<file path="config.mk">
export PLATFORM = sky130hd
export DESIGN_NAME = switch_event_scanner
export DESIGN_NICKNAME = d
export VERILOG_FILES = /design/src/rtl/switch_event_scanner.sv
export SDC_FILE = /design/constraint.sdc
export NUM_CORES = 1
export LEC_CHECK = 0
export ABC_AREA = 1
export CAP_MARGIN = 20
export CORE_MARGIN = 8
export CORE_UTILIZATION = 60
export DETAILED_ROUTE_END_ITERATION = 8
export GPL_TIMING_DRIVEN = 1
export HOLD_SLACK_MARGIN = 0.12
export PLACE_DENSITY = 0.81
export SYNTH_ARGS = -nofsm -noshare
export SYNTH_HDL_FRONTEND = slang
export SYNTH_SLANG_ARGS = --single-unit
</file>
<file path="constraint.sdc">
create_clock -name CLK -period 7.9 [get_ports CLK]
set_input_delay 1.975 -clock CLK [delete_from_list [all_inputs] [get_ports CLK]]
set_output_delay 1.975 -clock CLK [all_outputs]
set_load 0.03 [all_outputs]
</file>
<file path="src/rtl/switch_event_scanner.sv">
// switch_event_scanner
// Samples a slide-switch bus, latches one net edge per switch, and a
// round-robin scanner turns pending edges into ordered {index, direction}
// events in a valid/ready FIFO. Also tracks the up-switch count and the
// first-up switch index for downstream mode/conflict logic.
module switch_event_scanner #(
  parameter int NUM_SW     = 10,
  parameter int IDX_W      = 4,
  parameter int FIFO_DEPTH = 8,
  parameter int CNT_W      = 4
) (
  input  logic              CLK,
  input  logic              RESET,
  input  logic [NUM_SW-1:0] SW,
  output logic              EVT_VALID,
  input  logic              EVT_READY,
  output logic [IDX_W-1:0]  EVT_IDX,
  output logic              EVT_DIR,
  output logic [CNT_W-1:0]  UP_COUNT,
  output logic [IDX_W-1:0]  FIRST_UP,
  output logic              CONFLICT,
  output logic [IDX_W-1:0]  SCAN_IDX
);

  localparam int AW = (FIFO_DEPTH > 1) ? $clog2(FIFO_DEPTH) : 1;
  localparam logic [IDX_W-1:0] NONE     = '1;
  localparam logic [IDX_W-1:0] LAST_IDX = IDX_W'(NUM_SW - 1);
  localparam logic [AW:0]      FULL_CNT = (AW + 1)'(FIFO_DEPTH);

  // Switch history and edge detection
  logic [NUM_SW-1:0] hist_q;
  logic [NUM_SW-1:0] rise, fall;

  // Per-switch pending edge
  logic [NUM_SW-1:0] pend_v_q, pend_v_d;
  logic [NUM_SW-1:0] pend_dir_q, pend_dir_d;

  // Scanner
  logic [IDX_W-1:0] scan_q, scan_d;
  logic             push, push_dir;

  // Event FIFO
  logic [IDX_W:0]   mem_q [FIFO_DEPTH];
  logic [AW-1:0]    rd_ptr_q, rd_ptr_d;
  logic [AW-1:0]    wr_ptr_q, wr_ptr_d;
  logic [AW:0]      count_q, count_d;
  logic             full, pop;
  logic [IDX_W:0]   head;

  // Up tracking
  logic [CNT_W-1:0] up_cnt_q, up_cnt_d;
  logic [IDX_W-1:0] first_q, first_d;
  logic [CNT_W-1:0] sw_pop;

  // Edge detect against the previous sample
  always_comb begin
    rise = SW & ~hist_q;
    fall = ~SW & hist_q;
  end

  // Scanner advance and push decision; a pop at full frees the slot this cycle
  always_comb begin
    full     = (count_q == FULL_CNT);
    pop      = EVT_VALID && EVT_READY;
    push     = pend_v_q[scan_q] && (!full || pop);
    push_dir = pend_dir_q[scan_q];
    scan_d   = (scan_q == LAST_IDX) ? '0 : scan_q + IDX_W'(1);
  end

  // Pending update: consumption by the scanner is applied before a new edge,
  // so an edge landing on the consumed switch re-arms it instead of cancelling
  always_comb begin
    pend_v_d   = pend_v_q;
    pend_dir_d = pend_dir_q;
    for (int unsigned i = 0; i < NUM_SW; i++) begin
      if (push && (scan_q == IDX_W'(i))) begin
        pend_v_d[i] = 1'b0;
      end
      if (rise[i] || fall[i]) begin
        if (pend_v_d[i]) begin
          pend_v_d[i] = 1'b0;
        end else begin
          pend_v_d[i]   = 1'b1;
          pend_dir_d[i] = rise[i];
        end
      end
    end
  end

  // FIFO pointer and occupancy next-state
  always_comb begin
    wr_ptr_d = wr_ptr_q + AW'(push);
    rd_ptr_d = rd_ptr_q + AW'(pop);
    count_d  = count_q + (AW + 1)'(push) - (AW + 1)'(pop);
  end

  // Up count / first-up follow pushed events, not pops
  always_comb begin
    up_cnt_d = up_cnt_q;
    first_d  = first_q;
    if (push) begin
      if (push_dir) begin
        up_cnt_d = up_cnt_q + CNT_W'(1);
        if (first_q == NONE) begin
          first_d = scan_q;
        end
      end else begin
        if (up_cnt_q != '0) begin
          up_cnt_d = up_cnt_q - CNT_W'(1);
        end
        if ((scan_q == first_q) || (up_cnt_d == '0)) begin
          first_d = NONE;
        end
      end
    end
  end

  // Popcount of the switch bus, used to seed the up count at reset
  always_comb begin
    sw_pop = '0;
    for (int unsigned i = 0; i < NUM_SW; i++) begin
      sw_pop = sw_pop + CNT_W'(SW[i]);
    end
  end

  // State registers; reset seeds history from SW so held switches give no events
  always_ff @(posedge CLK) begin
    hist_q <= SW;
    if (RESET) begin
      pend_v_q   <= '0;
      pend_dir_q <= '0;
      scan_q     <= '0;
      rd_ptr_q   <= '0;
      wr_ptr_q   <= '0;
      count_q    <= '0;
      up_cnt_q   <= sw_pop;
      first_q    <= NONE;
    end else begin
      pend_v_q   <= pend_v_d;
      pend_dir_q <= pend_dir_d;
      scan_q     <= scan_d;
      rd_ptr_q   <= rd_ptr_d;
      wr_ptr_q   <= wr_ptr_d;
      count_q    <= count_d;
      up_cnt_q   <= up_cnt_d;
      first_q    <= first_d;
    end
  end

  // FIFO storage write
  always_ff @(posedge CLK) begin
    if (push && !RESET) begin
      mem_q[wr_ptr_q] <= {scan_q, push_dir};
    end
  end

  // Output drive; head fields read as zero while the FIFO is empty
  always_comb begin
    head      = mem_q[rd_ptr_q];
    EVT_VALID = (count_q != '0);
    EVT_IDX   = EVT_VALID ? head[IDX_W:1] : '0;
    EVT_DIR   = EVT_VALID ? head[0] : 1'b0;
    UP_COUNT  = up_cnt_q;
    FIRST_UP  = first_q;
    CONFLICT  = (up_cnt_q > CNT_W'(1));
    SCAN_IDX  = scan_q;
  end

endmodule

</file>
# == Word level (Yosys, flattened, before mapping) ==
# Memory sizes are Yosys's and may differ from the RTL's. A register that Yosys moved wholly into a read port is not among the register bits.
# Index checks and enable logic that the tools add are counted.
# word_totals
ff_bits,52
mem_bits_rw,40
input_bits,13
out_inout_bits,19
word_cells,157
mem_count,1
# memory_table
name,words,width,rd,rd_ports_with_merged_regs,wr,line,text
mem_q,8,5,1,1,1,43,logic [IDX_W:0] mem_q [FIFO_DEPTH];
# op_classes
add_sub_neg,16
n_lt_le_gt_ge,2
eq_ne,13
muxes,48
bitwise_logic,14
reduce_logical,45
# op_table
cell,count
$mux W4,10
$mux W1,35
$add A4 B1 Y4,7
$and A10 B10 Y10,2
$not A10 Y10,2
$reduce_and A2 Y1,10
$eq A4 B3 Y1 const B,4
$eq A4 B4 Y1 const B,4
$logic_and A1 B1 Y1,13
$logic_or A1 B1 Y1,12
$not A1 Y1,10
$add A4 B1 Y4 const B,2
$bmux W1 S4,2
$eq A4 B2 Y1 const B,2
$logic_not A4 Y1,2
$reduce_bool A4 Y1,2
$add A3 B1 Y3,2
$lt A4 B5 Y1 const B,1
$add A3 B1 Y4,1
$eq A4 B1 Y1 const B,1
$eq A4 B4 Y1,1
$gt A4 B1 Y1 const B,1
$reduce_bool A2 Y1,2
$sub A4 B1 Y4,1
8 further kinds,9

# == Longest topological paths before layout ==
# logic_depth
ltp_word,10
mapped_depth,15
mapped_depth_nobuf,14

# == Least setup slack after synthesis ==
# OpenSTA, ideal clock, no wires.
# synth_path
path_type,input to register
from,input SW[0]
to,"register up_cnt_q[2], in the netlist UP_COUNT[2] (data pin)"
setup_time_ns,0.268
t_arrival_ns,4.264
required_time_ns,7.632
slack_ns,3.368
stages,10
path_buffers,0
cell_sequence,inv_1 fa_1 fa_1 fa_1 inv_1 ha_1 inv_1 fa_1 xnor2_1 o22ai_1
# synth_between
elab_chain_cells,10
# synth_lines
element,line,text
start: declaration,14,"input logic [NUM_SW-1:0] SW,"
$add A1 B1 Y2,122,sw_pop = sw_pop + CNT_W'(SW[i]);
$add A2 B1 Y3,122,
$add A3 B1 Y4,122,
$add A4 B1 Y4 (6 in series),122,
$mux W4,129,if (RESET) begin
end signal: assignment,136,up_cnt_q <= sw_pop;
end signal: assignment,145,up_cnt_q <= up_cnt_d;
end: declaration,51,"logic [CNT_W-1:0] up_cnt_q, up_cnt_d;"
# No other way between the ends.
# A chain may end at the register's enable or synchronous reset.

# == Worst setup path after layout ==
# Ends and elaborated chain as after synthesis.

==> qor.txt <==
Share of synthesized area spent on multiplexers - 0%
Worst Hold Slack - 513 ps
Residual DRC - 0
Number of failing setup endpoints in the final timing report - 0
Total area of multi-input combinational cells - 1990 sq um
Pin slew with the least headroom to its limit - 721 ps
Fraction of layout instances using a drive strength above 1 - 7.65%
Most Frequent Cell on Critical Path - sky130_fd_sc_hd__fa_1
Synth Area in Simple Gates - 18.0%
Count of boundary I/O pins - 32
Total number of clock tree sinks - 92
Setup Buffers After CTS - 0
Clock tree from TritonCTS - done
Main combinational cell family by area after synthesis - simple AND/OR/NAND/NOR gates
Element type at the critical path end - register
Standard-cell row count - 32
Period utilization - 62.0%
Final Hold Viols - 0
Hold EP - mem_q[7][2]
Lkg Pwr - 2.28 nW
Starting Density - 61.0%
Flop2flop setup slack - 5440 ps
Number of buffers added on ports - 31
Number of nets in the layout - 603
Total congestion overflow - 0
Peak supply drop - 0.000124 V
Worst setup path class - in -> reg
CP top delay family - adder cells
Startpoint types - input pin
Synthesized-area fraction occupied by adder cells - 13.5%
Total Neg Setup Slack - 0 ps
Max incr delay on CP - 560 ps
HPWL Detailed - 6.64 mm
Core area - 7650 sq um
Post-Syn Instances - 511
Detail-routed via count per cell - 5.24
Critical path's slowest cell - sky130_fd_sc_hd__fa_1
Clock buffers created by TritonCTS - 9
Reg-to-reg startpoint - SCAN_IDX[2]
Global Route Usage Sum - 17.7%
Die Area - 10900 sq um
Share of the synthesized area in compound gates (AO/OA/AOI/OAI) - 9.27%
Worst hold path startpoint - SCAN_IDX[1]
Buffers and inverters on the worst path - 4
Utilization of the core after routing - 68.6%
Ys Warns - 0
Synth Register Bits - 92
CTS clk-pin slew, worst paths - 90 ps
Sequential standard cell area - 2280 sq um
Synth Area in XOR/XNOR - 1.88%
Leading register cell type out of synthesis - sky130_fd_sc_hd__dfxtp_1
Antenna diode instance count - 0
Synthesized cell area - 4670 sq um
Quantity of hold-fixing buffers added after cts - 0
Post-Route Skew - 6.87 ps
Buffers from clock root to sink, at most - 2
Syn avg cell area - 9.14 sq um
Number of antenna violations at the first check in global routing - 0
Number of filler instances in the final layout - 605
Die boundary width - 104 um
Pwr per Cell Area - 284 nW/um^2
Unrepaired setup endpoints after global routing - no
Cell-by-cell listing of the critical path - clkdlybuf4s50_1, inv_1, fa_1, fa_1, fa_1, inv_1, ha_1, inv_1, fa_1, xnor2_1, o22ai_1
Max-slew violation total from the final report - 0
H-tree lvl count - 3
Number of DRC markers in iteration 0 - 179
Arrival @ worst endpoint - 5000 ps
Count of distinct cell types in the synthesized netlist - 34
Clock Tree Root - sky130_fd_sc_hd__clkbuf_8
Worst-skew pair later-pin latency - 360 ps
Number of optimization iterations in the first detailed-route pass - 4
CTS-repair resized insts - 0
Hold path depth - 0
Die extent in y - 104 um
Shortest clock period the worst path allows after layout - 4900 ps
Maximum operating frequency - 204 MHz
Drt total wl - 8.95 mm
Vias - 3412
Max_slew headroom - 51.9%
Top cell type's share of synthesized area - 28.3%
Post-synthesis sequential area ratio - 48.9%
Number of enable-type register cells in the synthesized netlist - 44
CP max FO - 3
Largest area contributor in the netlist - sky130_fd_sc_hd__edfxtp_1
FFs w/ async S/R, synth - 0%
Post-DRT Antenna Nets - 0
Pin count of the biggest net entering global routing - 33
Path class of the lowest-slack min-delay path - reg -> reg
Required time at the worst-slack endpoint - 8000 ps
Net count after synthesis - 570
Vias in the first global route - 3466
Run status - completed
Synthesis-to-finish area growth - 12.3%
Max_cap viols - 0
Worst r2r path cells - 11
Routed len/inst - 13.8 um
Final weighted congestion in routability-driven placement - 0.804
First-pass GRT wire length - 15.7 mm
Reg-to-reg endpoint - count_q[2]
Synth top area cells - sky130_fd_sc_hd__edfxtp_1 (28%), sky130_fd_sc_hd__dfxtp_1 (21%), sky130_fd_sc_hd__ha_1 (10%)
## power by group
| part | internal [W] | leakage (nW) | switching [W] | total (W) |
|---|---|---|---|---|
| logic | 0.000232 | 1.38 | 0.000365 | 0.000597 |
| clock network | 0.000116 | 0.0791 | 0.000166 | 0.000282 |
| registers | 0.000558 | 0.813 | 0.0000531 | 0.000611 |
## cells by family (layout without fill, tap and decap cells)
group / count (synthesis) / in the layout
AND/OR/NAND/NOR: 188 / 188
flip-flops: 92 / 92
adder cells (fa/ha/maj): 46 / 46
XOR/XNOR: 10 / 10
buffers and inverters: 99 / 137
AO/OA/AOI/OAI: 76 / 76
## cells in the mapped netlist (2+ instances only)
library cell and instances:
sky130_fd_sc_hd__nor2_1 83, sky130_fd_sc_hd__inv_1 82, sky130_fd_sc_hd__nand2_1 60, sky130_fd_sc_hd__dfxtp_1 48, sky130_fd_sc_hd__edfxtp_1 44, sky130_fd_sc_hd__ha_1 39, sky130_fd_sc_hd__o21ai_0 31, sky130_fd_sc_hd__nand3_1 21
sky130_fd_sc_hd__a21oi_1 17, sky130_fd_sc_hd__clkbuf_1 9, sky130_fd_sc_hd__fa_1 7, sky130_fd_sc_hd__nand2_2 7, sky130_fd_sc_hd__o22ai_1 7, sky130_fd_sc_hd__a31oi_1 6, sky130_fd_sc_hd__nand4_1 6, sky130_fd_sc_hd__o31ai_1 6
sky130_fd_sc_hd__xnor2_1 6, sky130_fd_sc_hd__o21ai_2 4, sky130_fd_sc_hd__xor2_1 4, sky130_fd_sc_hd__nand2_4 3, sky130_fd_sc_hd__o21ai_1 3, sky130_fd_sc_hd__buf_6 2, sky130_fd_sc_hd__clkinv_1 2, sky130_fd_sc_hd__inv_2 2
sky130_fd_sc_hd__nand3_4 2, sky130_fd_sc_hd__nor2_4 2
## routing by layer
metal / GRT usage (%) / vias to the layer above / wire length, um
met5: 0 / - / 0
met1: 19.8 / 1594 / 3780
met4: 8.17 / 0 / 206
met3: 3.84 / 18 / 325
met2: 31.4 / 78 / 4650
li1: - / 1722 / -
## worst max path at each step
stage,start,to,slack [ps],cells after the start
after floorplan,SW[0],UP_COUNT[2],3370,10
after global placement,SW[0],UP_COUNT[2],2720,11
after detailed placement,SW[0],UP_COUNT[2],2630,11
after CTS,rd_ptr_q[0],EVT_IDX[1],3010,6
after global routing,rd_ptr_q[0],EVT_IDX[2],2740,6
final,SW[0],UP_COUNT[2],3000,11
## worst reg2reg max path, cell delays in order, from the launching register on
cell	delay [ps]
sky130_fd_sc_hd__dfxtp_1	700
sky130_fd_sc_hd__inv_1	210
sky130_fd_sc_hd__nand2_1	130
sky130_fd_sc_hd__nor2_1	70
sky130_fd_sc_hd__nand2_1	90
sky130_fd_sc_hd__nand3_2	100
sky130_fd_sc_hd__nand2_4	170
sky130_fd_sc_hd__inv_8	70
sky130_fd_sc_hd__ha_1	210
sky130_fd_sc_hd__fa_1	380
sky130_fd_sc_hd__xnor2_1	170
sky130_fd_sc_hd__nor2_1	50
## sequential cells by signal, summed over array words and instances (netlist names)
name / cells
wr_ptr_q: 3
pend_v_q: 10
pend_dir_q: 10
hist_q: 10
rd_ptr_q: 3
FIRST_UP: 4
SCAN_IDX: 4
mem_q: 40
count_q: 4
UP_COUNT: 4
## cells in the final DEF (no fill, tap or decap), types with 9 or more instances in the layout
cell / n
sky130_fd_sc_hd__a21oi_1: 17
sky130_fd_sc_hd__clkbuf_8: 9
sky130_fd_sc_hd__clkdlybuf4s50_1: 31
sky130_fd_sc_hd__dfxtp_1: 48
sky130_fd_sc_hd__edfxtp_1: 44
sky130_fd_sc_hd__ha_1: 39
sky130_fd_sc_hd__inv_1: 82
sky130_fd_sc_hd__nand2_1: 60
sky130_fd_sc_hd__nand3_1: 21
sky130_fd_sc_hd__nor2_1: 83
sky130_fd_sc_hd__o21ai_0: 31
## cell type report
cell class,instances,share of cell area [%]
repair buffers,34,6.35
multi-input cells,320,38.0
clock buffers,10,2.43
inverters,87,6.37
clock inverters,6,0.931
well taps,102,2.43
flip-flops and latches,92,43.5
## metrics by stage
stage          instance area [sq um]  power [W]  worst slack, ps  instances
2_1_floorplan                   4670    0.00104             3370        511
3_3_place_gp                    5070    0.00119             2720        635
4_1_cts                         5240    0.00150             3010        651
3_5_place_dp                    5070    0.00122             2630        635
6_report                        5240    0.00149             3000        651
5_1_grt                         5240    0.00161             2740        651
Note: power is estimated with default switching activity, not from simulation.
